$ cat config.mk
export PLATFORM = sky130hd
export DESIGN_NAME = cpu_clock_controller
export DESIGN_NICKNAME = d
export VERILOG_FILES = /design/src/rtl/cpu_clock_controller.sv
export SDC_FILE = /design/constraint.sdc
export NUM_CORES = 1
export LEC_CHECK = 0
export CAP_MARGIN = 20
export CORE_MARGIN = 3
export CORE_UTILIZATION = 59
export CTS_CLUSTER_SIZE = 8
export DETAILED_ROUTE_END_ITERATION = 7
export DONT_BUFFER_PORTS = 1
export PLACE_DENSITY = 0.75
export RECOVER_POWER = 25
export SLEW_MARGIN = 20
export SYNTH_ARGS = -nofsm -noshare
export SYNTH_HDL_FRONTEND = slang
export SYNTH_SLANG_ARGS = --single-unit
$ cat constraint.sdc
create_clock -name clk -period 6.3 [get_ports clk]
set_input_delay 1.89 -clock clk [delete_from_list [all_inputs] [get_ports clk]]
set_output_delay 1.89 -clock clk [all_outputs]
set_load 0.005 [all_outputs]
$ cat src/rtl/cpu_clock_controller.sv
// rtl/cpu_clock_controller.sv - run/step/halt clock-enable controller for the CPU datapath
module cpu_clock_controller #(
    parameter logic [31:0] DIV0      = 32'd24_999_999,
    parameter logic [31:0] DIV1      = 32'd4_999_999,
    parameter logic [31:0] DIV2      = 32'd499_999,
    parameter logic [31:0] DIV3      = 32'd0,
    parameter int unsigned DB_CYCLES = 1_000_000
) (
    input  logic        clk,
    input  logic        clr_n,
    input  logic        run_sw,
    input  logic        step_btn,
    input  logic [1:0]  div_sel,
    input  logic        halt_req,
    output logic        cpu_en,
    output logic        running,
    output logic        cpu_halted,
    output logic [15:0] en_count
);

    // The debounce counter only needs to reach DB_CYCLES-1: the flip happens
    // on the edge that would have completed the window.
    localparam int DB_W = (DB_CYCLES > 1) ? $clog2(DB_CYCLES) : 1;
    localparam logic [DB_W-1:0] DB_LAST = DB_W'(DB_CYCLES - 1);

    typedef enum logic [1:0] {
        ST_HALT = 2'd0,
        ST_RUN  = 2'd1,
        ST_STEP = 2'd2
    } state_t;

    logic            run_meta_q, run_meta_d;
    logic            run_sync_q, run_sync_d;
    logic            step_meta_q, step_meta_d;
    logic            step_sync_q, step_sync_d;
    logic            db_level_q, db_level_d;
    logic            db_prev_q, db_prev_d;
    logic [DB_W-1:0] db_cnt_q, db_cnt_d;
    state_t          state_q, state_d;
    logic [31:0]     div_cnt_q, div_cnt_d;
    logic            cpu_en_q, cpu_en_d;
    logic            cpu_halted_q, cpu_halted_d;
    logic [15:0]     en_count_q, en_count_d;

    logic            step_evt;
    logic            pulse;
    logic [31:0]     tc;

    // Synchronisers and step-button debounce: level follows the synced input
    // only after it has disagreed for DB_CYCLES consecutive cycles.
    always_comb begin
        run_meta_d  = run_sw;
        run_sync_d  = run_meta_q;
        step_meta_d = step_btn;
        step_sync_d = step_meta_q;
        db_level_d  = db_level_q;
        db_prev_d   = db_level_q;
        db_cnt_d    = '0;
        if (step_sync_q != db_level_q) begin
            if (db_cnt_q == DB_LAST) begin
                db_level_d = step_sync_q;
            end else begin
                db_cnt_d = db_cnt_q + DB_W'(1);
            end
        end
    end

    assign step_evt = db_level_q & ~db_prev_q;

    // Terminal count follows div_sel without delay so a rate change acts at once.
    always_comb begin
        tc = DIV3;
        case (div_sel)
            2'd0:    tc = DIV0;
            2'd1:    tc = DIV1;
            2'd2:    tc = DIV2;
            default: tc = DIV3;
        endcase
    end

    // Mode FSM and divider: halt_req beats run_sw=0 beats a divider pulse in RUN.
    always_comb begin
        state_d      = state_q;
        div_cnt_d    = div_cnt_q;
        cpu_halted_d = cpu_halted_q;
        pulse        = 1'b0;
        case (state_q)
            ST_HALT: begin
                if (!run_sync_q) begin
                    cpu_halted_d = 1'b0;
                end
                if (run_sync_q && !cpu_halted_q) begin
                    state_d   = ST_RUN;
                    div_cnt_d = '0;
                end else if (step_evt && !run_sync_q) begin
                    state_d = ST_STEP;
                end
            end
            ST_RUN: begin
                if (halt_req) begin
                    state_d      = ST_HALT;
                    cpu_halted_d = 1'b1;
                    div_cnt_d    = '0;
                end else if (!run_sync_q) begin
                    state_d   = ST_HALT;
                    div_cnt_d = '0;
                end else if (div_cnt_q >= tc) begin
                    div_cnt_d = '0;
                    pulse     = 1'b1;
                end else begin
                    div_cnt_d = div_cnt_q + 32'd1;
                end
            end
            ST_STEP: begin
                pulse   = 1'b1;
                state_d = ST_HALT;
            end
            default: begin
                state_d = ST_HALT;
            end
        endcase
        cpu_en_d   = pulse;
        en_count_d = en_count_q + {15'd0, pulse};
    end

    // State registers; reset aborts any run or debounce in progress.
    always_ff @(posedge clk or negedge clr_n) begin
        if (!clr_n) begin
            run_meta_q   <= 1'b0;
            run_sync_q   <= 1'b0;
            step_meta_q  <= 1'b0;
            step_sync_q  <= 1'b0;
            db_level_q   <= 1'b0;
            db_prev_q    <= 1'b0;
            db_cnt_q     <= '0;
            state_q      <= ST_HALT;
            div_cnt_q    <= '0;
            cpu_en_q     <= 1'b0;
            cpu_halted_q <= 1'b0;
            en_count_q   <= '0;
        end else begin
            run_meta_q   <= run_meta_d;
            run_sync_q   <= run_sync_d;
            step_meta_q  <= step_meta_d;
            step_sync_q  <= step_sync_d;
            db_level_q   <= db_level_d;
            db_prev_q    <= db_prev_d;
            db_cnt_q     <= db_cnt_d;
            state_q      <= state_d;
            div_cnt_q    <= div_cnt_d;
            cpu_en_q     <= cpu_en_d;
            cpu_halted_q <= cpu_halted_d;
            en_count_q   <= en_count_d;
        end
    end

    assign cpu_en     = cpu_en_q;
    assign running    = (state_q == ST_RUN);
    assign cpu_halted = cpu_halted_q;
    assign en_count   = en_count_q;

endmodule

==> results.py, run 1 <==
metrics = {
    "clock_network": {
        "clk_path_buf_depth": 2,
        "clock_latency_ps": 350,
        "post_cts_resized": 0,
        "cts_tree": "yes",
        "post_cts_buffers": 0,
        "htreeDepth": 3,
        "cts-hold-fix-buffers": 0,
        "cts_root_buf": "clkbuf_8",
        "clock_sinks": 78,
        "clkTransAtPathRegs_ps": 100,
        "cts-buffers-inserted": 9,
    },
    "pwr": {
        "irDropWorstVdd_v": 0.0001466,
        "leakagePower_nw": 2.265,
        "powerDensity_nw_per_um2": 229.9,
    },
    "floorplanning": {
        "die-area_sq_um": 8762,
        "placementRows": 31,
        "dieHeight_um": 93.61,
        "die_width_um": 93.61,
        "ios": 26,
        "core-area_sq_um": 7331,
        "start_util_pct": 61.77,
    },
    "route": {
        "antenna_left": 0,
        "routed_wl_um": 9237,
        "vias": 3561,
        "drt_first_pass_iters": 4,
        "via_per_inst": 6.098,
        "drtIter0Drc": 207,
        "drc": 0,
        "wire_per_inst_um": 15.82,
    },
    "global_routing": {
        "grt_use_met2_pct": 38.77,
        "grt_antenna_before_repair": 0,
        "grtUsageMet1_pct": 31.31,
        "grt_max_degree": 79,
        "grtUsageMet3_pct": 3.701,
        "grt.busiest_layer": "met2",
        "grt_overflow": 0,
        "grt_pass1_wl_um": 16370,
        "grtUsageTotal_pct": 23.26,
        "grt_pass1_vias": 3469,
    },
    "place": {
        "hpwl_um": 6334,
        "io_buffer_count": 0,
        "dp.cells": 568,
        "place_congestion": 0.9248,
    },
    "synthesis": {
        "synth-warning-count": 0,
        "synth_seq_cells": 78,
        "synth_ff_type": "dfrtp_1",
        "syn_area_sq_um": 4528,
        "synth.avg_cell_area_sq_um": 9.356,
        "synth_cell_type_count": 54,
        "ys_seq_area_share_pct": 43.11,
        "synth_edf_count": 0,
        "synth.net_count": 520,
        "syn_inst": 484,
        "ys_async_sr_fraction_pct": 100.0,
    },
    "setup_path": {
        "worstPathRequired_ps": 6550,
        "crit_fanout": 6,
        "end_kind": "flip-flop",
        "cpPeakStageDelay_ps": 540,
        "path_cells": "ha_1, o21bai_1, ha_1, nand4_1, or4b_4, a2111oi_4, a22oi_2, a31oi_1, ha_1, ha_1, and4_1, nor2b_1, nand3_1, xnor2_1",
        "critPathLaunchType": "input port",
        "cpMaxStageDelayCell": "or4b_4",
        "critical_path.most_common_cell": "ha_1",
        "critPathKind": "in -> reg",
        "critPathBufInv": 0,
        "worstPathArrival_ps": 5380,
        "path_delay_family": "simple AND/OR/NAND/NOR gates",
    },
    "sta": {
        "clock.fmax_mhz": 194.9,
        "fin_skew_ps": 15.93,
        "drv_slew": 0,
        "slew-limit-headroom_pct": 38.66,
        "timing.final.crit_share_pct": 81.44,
        "layout_min_cycle_time_ps": 5131,
        "hold_viol": 0,
        "rsz0062_at_grt": "false",
        "finalSetupViolCount": 0,
        "fin_setup_tns_ps": 0,
        "tightest_slew_ps": 917.4,
    },
    "finish": {
        "stdcell_count": 584,
        "fill_cells": 582,
        "fin_nets": 516,
        "regArea_sq_um": 1952,
        "multi_input_area_sq_um": 2460,
        "fin_util_pct": 65.83,
        "drive_gt1_share_pct": 7.216,
        "mostFrequentLayoutCell": "dfrtp_1",
        "syn2layout_area_growth_pct": 6.576,
        "antenna_cells": 0,
        "final_cell_mix": "dfrtp_1, nand2_1, nor2_1",
    },
    "min_path": {
        "hp-class": "reg -> reg",
    },
    "run_status": {
        "status": "completed",
    },
    "flow_run": {
        "maxCapViolations": 0,
    },
}
cells by family after synthesis:
family	after synthesis	synth area share (%)
AOI/OAI and AO/OA	62	9.892
xor gates and xnor gates	35	6.770
adders and majority gates	29	8.013
buffers and inverters	32	2.957
DFF	78	43.11
muxes	5	1.161
and+or+nand+nor	243	28.10
per-layer routing:
metal | routed length [um] | vias to the layer above
met5 | 0 | -
met4 | 124 | 0
met3 | 332 | 12
met2 | 4530 | 59
met1 | 4249 | 1753
li1 | - | 1737
report_power, final:
group          total [mW]  switching, mW  internal, mW
clock network       0.398          0.205         0.193
registers           0.530         0.0168         0.514
logic               0.181          0.131        0.0501
total                1.11          0.353         0.756
cell type report:
type / count / area share, %
multi-input combinational: 374 / 50.97
sequential: 78 / 40.45
clock buffer: 9 / 2.567
tap: 99 / 2.567
clock inverter: 7 / 1.815
inverter: 13 / 1.011
timing repair buffer: 4 / 0.6222
cells in the mapped netlist, types with 2 or more instances:
library cell / count / area share, %
nand2_1: 68 / 5.6
xnor2_1: 19 / 3.7
and4b_1: 2 / 0.44
and4_1: 6 / 1.2
and3_1: 25 / 3.5
and2_1: 8 / 1.1
a31oi_1: 4 / 0.55
nor3_1: 6 / 0.66
nand3b_1: 2 / 0.33
o21bai_1: 2 / 0.33
nor4_1: 22 / 3.0
nand2b_1: 2 / 0.28
nand4_1: 16 / 2.2
ha_1: 29 / 8.0
nor2_1: 39 / 3.2
nor2b_1: 5 / 0.69
or3_1: 3 / 0.41
xor2_1: 16 / 3.1
a21boi_1: 2 / 0.33
inv_1: 13 / 1.1
nor4b_1: 2 / 0.39
dfrtp_1: 78 / 43
o21ai_1: 5 / 0.55
mux2i_1: 3 / 0.66
o211ai_1: 19 / 3.2
a21oi_1: 9 / 0.99
nand3_2: 2 / 0.44
nand3_1: 24 / 2.7
a21o_1: 4 / 0.66
buf_2: 5 / 0.55
clkbuf_1: 13 / 1.1
o21ai_0: 4 / 0.44
o22ai_1: 2 / 0.28
or2_2: 5 / 0.69
worst paths after layout:
kind                                from             to  slack, ps  cells after the start
max                           div_sel[0]   en_count[12]       1170                     14
min                           run_meta_q     run_sync_q        350                      0
max reg2reg                div_cnt_q[13]   en_count[12]       2840                     12
min reg2reg                   run_meta_q     run_sync_q        350                      0
max in group asynchronous          clr_n    db_cnt_q[8]       4940                      0
min in group asynchronous          clr_n  div_cnt_q[13]       1220                      0
worst register-to-register path, stage by stage, from the launching register on:
cell and delay (ps):
dfrtp_1 460, ha_1 330, nand4_1 120, or4b_4 540, a2111oi_4 340, a22oi_2 110, a31oi_1 240, ha_1 210
ha_1 200, and4_1 250, nor2b_1 280, nand3_1 130, xnor2_1 130
flip-flops by register name, indices dropped and copies added, names as in the netlist:
signal / flops
cpu_en: 1
cpu_halted: 1
db_cnt_q: 20
db_level_q: 1
db_prev_q: 1
div_cnt_q: 32
en_count: 16
run_meta_q: 1
run_sync_q: 1
state_q: 2
step_meta_q: 1
step_sync_q: 1
through the flow:
step	power [mW]	setup slack, ps	instance area (sq um)	hold WS, ps
after floorplan	0.6690	1012	4528	331.2
after global placement	0.7141	955.1	4614	334.1
after detailed placement	0.7214	780.6	4614	339.6
after CTS	1.117	1154	4826	354.5
after global routing	1.163	921.1	4826	360.7
final	1.109	1169	4826	349.1
(Power assumes the default switching activity.)
==> run 2, diff against run 1 <==
- CORE_UTILIZATION: 59 -> 58
- PLACE_DENSITY: 0.75 -> 0.76
- clock period: 6.3 -> 4.3 ns (I/O delays scaled with it)
==> results.py, run 2 (same netlist as run 1, synthesis figures left out) <==
metrics = {
    "sta": {
        "drv_slew": 0,
        "tightest_slew_ps": 871.5,
        "timing.final.crit_share_pct": 93.12,
        "finalSetupViolCount": 0,
        "clock.fmax_mhz": 249.8,
        "fin_setup_tns_ps": 0,
        "fin_skew_ps": 7.636,
        "rsz0062_at_grt": "false",
        "slew-limit-headroom_pct": 41.73,
        "layout_min_cycle_time_ps": 4004,
        "hold_viol": 0,
    },
    "setup_path": {
        "path_delay_family": "simple AND/OR/NAND/NOR gates",
        "end_kind": "flip-flop",
        "critPathLaunchType": "input port",
        "path_cells": "inv_1, ha_1, o21bai_4, ha_4, nand4_1, or4b_4, a2111oi_4, a22oi_2, a31oi_4, ha_2, ha_2, and4_1, nor2b_4, nand3_1, xnor2_1",
        "reg2reg_slack_ps": 1170,
        "reg2reg_to": "en_count[12]",
        "worstPathArrival_ps": 4230,
        "cpPeakStageDelay_ps": 530,
        "cpMaxStageDelayCell": "or4b_4",
        "r2r_start": "div_cnt_q[12]",
        "critical_path.most_common_cell": "ha_2",
        "crit_fanout": 5,
        "reg2reg_depth": 12,
        "critPathKind": "in -> reg",
        "critPathBufInv": 1,
        "worstPathRequired_ps": 4530,
    },
    "finish": {
        "largest_reg_flops": 32,
        "fin_nets": 519,
        "fin_util_pct": 65.99,
        "stdcell_count": 587,
        "final_cell_mix": "dfrtp_1, nand2_1, nor2_1",
        "largest-register": "div_cnt_q",
        "syn2layout_area_growth_pct": 7.958,
        "mostFrequentLayoutCell": "dfrtp_1",
        "drive_gt1_share_pct": 9.016,
        "antenna_cells": 0,
    },
    "clock_network": {
        "cts_root_buf": "clkbuf_8",
        "clk_path_buf_depth": 2,
        "cts-buffers-inserted": 9,
        "clock_latency_ps": 340,
        "clkTransAtPathRegs_ps": 80,
        "post_cts_resized": 0,
        "cts-hold-fix-buffers": 0,
        "post_cts_buffers": 0,
        "htreeDepth": 3,
        "cts_tree": "yes",
        "clock_sinks": 78,
    },
    "floorplanning": {
        "dieHeight_um": 94.36,
        "die_width_um": 94.36,
        "core-area_sq_um": 7408,
        "die-area_sq_um": 8903,
        "ios": 26,
        "placementRows": 31,
        "start_util_pct": 61.12,
    },
    "min_path": {
        "hold_end": "run_sync_q",
        "hp-class": "reg -> reg",
        "hold-path-cell-count": 0,
        "min_from": "run_meta_q",
    },
    "global_routing": {
        "grt_antenna_before_repair": 0,
        "grt_pass1_wl_um": 16170,
        "grtUsageTotal_pct": 22.67,
        "grt_max_degree": 79,
        "grt_pass1_vias": 3497,
        "grt_overflow": 0,
    },
    "route": {
        "routed_wl_um": 9456,
        "antenna_left": 0,
        "via_per_inst": 6.024,
        "drc": 0,
        "wire_per_inst_um": 16.11,
        "vias": 3536,
        "drt_first_pass_iters": 4,
        "drtIter0Drc": 212,
    },
    "pwr": {
        "irDropWorstVdd_v": 0.0002853,
        "powerDensity_nw_per_um2": 326.3,
        "leakagePower_nw": 2.261,
        "totalPowerFinal_mw": 1.595,
    },
    "place": {
        "place_congestion": 0.8899,
        "hpwl_um": 6667,
        "dp.cells": 571,
        "io_buffer_count": 0,
    },
    "flow_run": {
        "maxCapViolations": 0,
    },
    "run_status": {
        "status": "completed",
    },
}
[run 2: cell types whose count changed in the layout (fill, tap and decap cells not counted), sizes merged]
cell      change
clkinv        +1
inv           -3
clkinvlp      +1
buf           +3
clkbuf        +1
[run 2: layout make-up]
type / count / area, sq um
fillers: 581 / 2520
clock buffers: 10 / 127.6
clock inverters: 6 / 70.07
inverters: 13 / 48.80
multi-input cells: 374 / 2514
flip-flops and latches: 78 / 1952
well taps: 99 / 123.9
repair buffers: 7 / 52.55
[run 2: per-layer routing]
layer,vias up,routed length (um),global-route usage [%]
li1,1740,-,-
met1,1693,4184,29.82
met2,90,4634,38.12
met3,13,537,4.542
met4,0,100,6.498
met5,-,0,0
[run 2: where the power goes]
| group | switching [mW] | internal [mW] |
|---|---|---|
| Combinational | 0.194 | 0.0761 |
| Clock | 0.276 | 0.271 |
| Sequential | 0.0251 | 0.753 |
| Total | 0.495 | 1.10 |
[run 2: how the worst max path moves through the flow]
stage | from | to | depth (start not counted)
floorplan | div_sel[0] | en_count[12] | 15
global placement | div_sel[0] | en_count[12] | 15
detailed placement | div_sel[0] | en_count[12] | 15
CTS | div_sel[0] | en_count[12] | 15
global route | div_sel[0] | en_count[12] | 15
finish | div_sel[1] | en_count[12] | 15
[run 2: per-stage QoR]
step,setup WS [ps],hold slack [ps],instance area (sq um)
after CTS,321.1,356.3,4888
final,296.0,354.2,4888
after detailed placement,-41.46,335.8,4691
after global routing,125.1,363.7,4888
after global placement,94.23,333.2,4691
after floorplan,24.30,331.2,4588
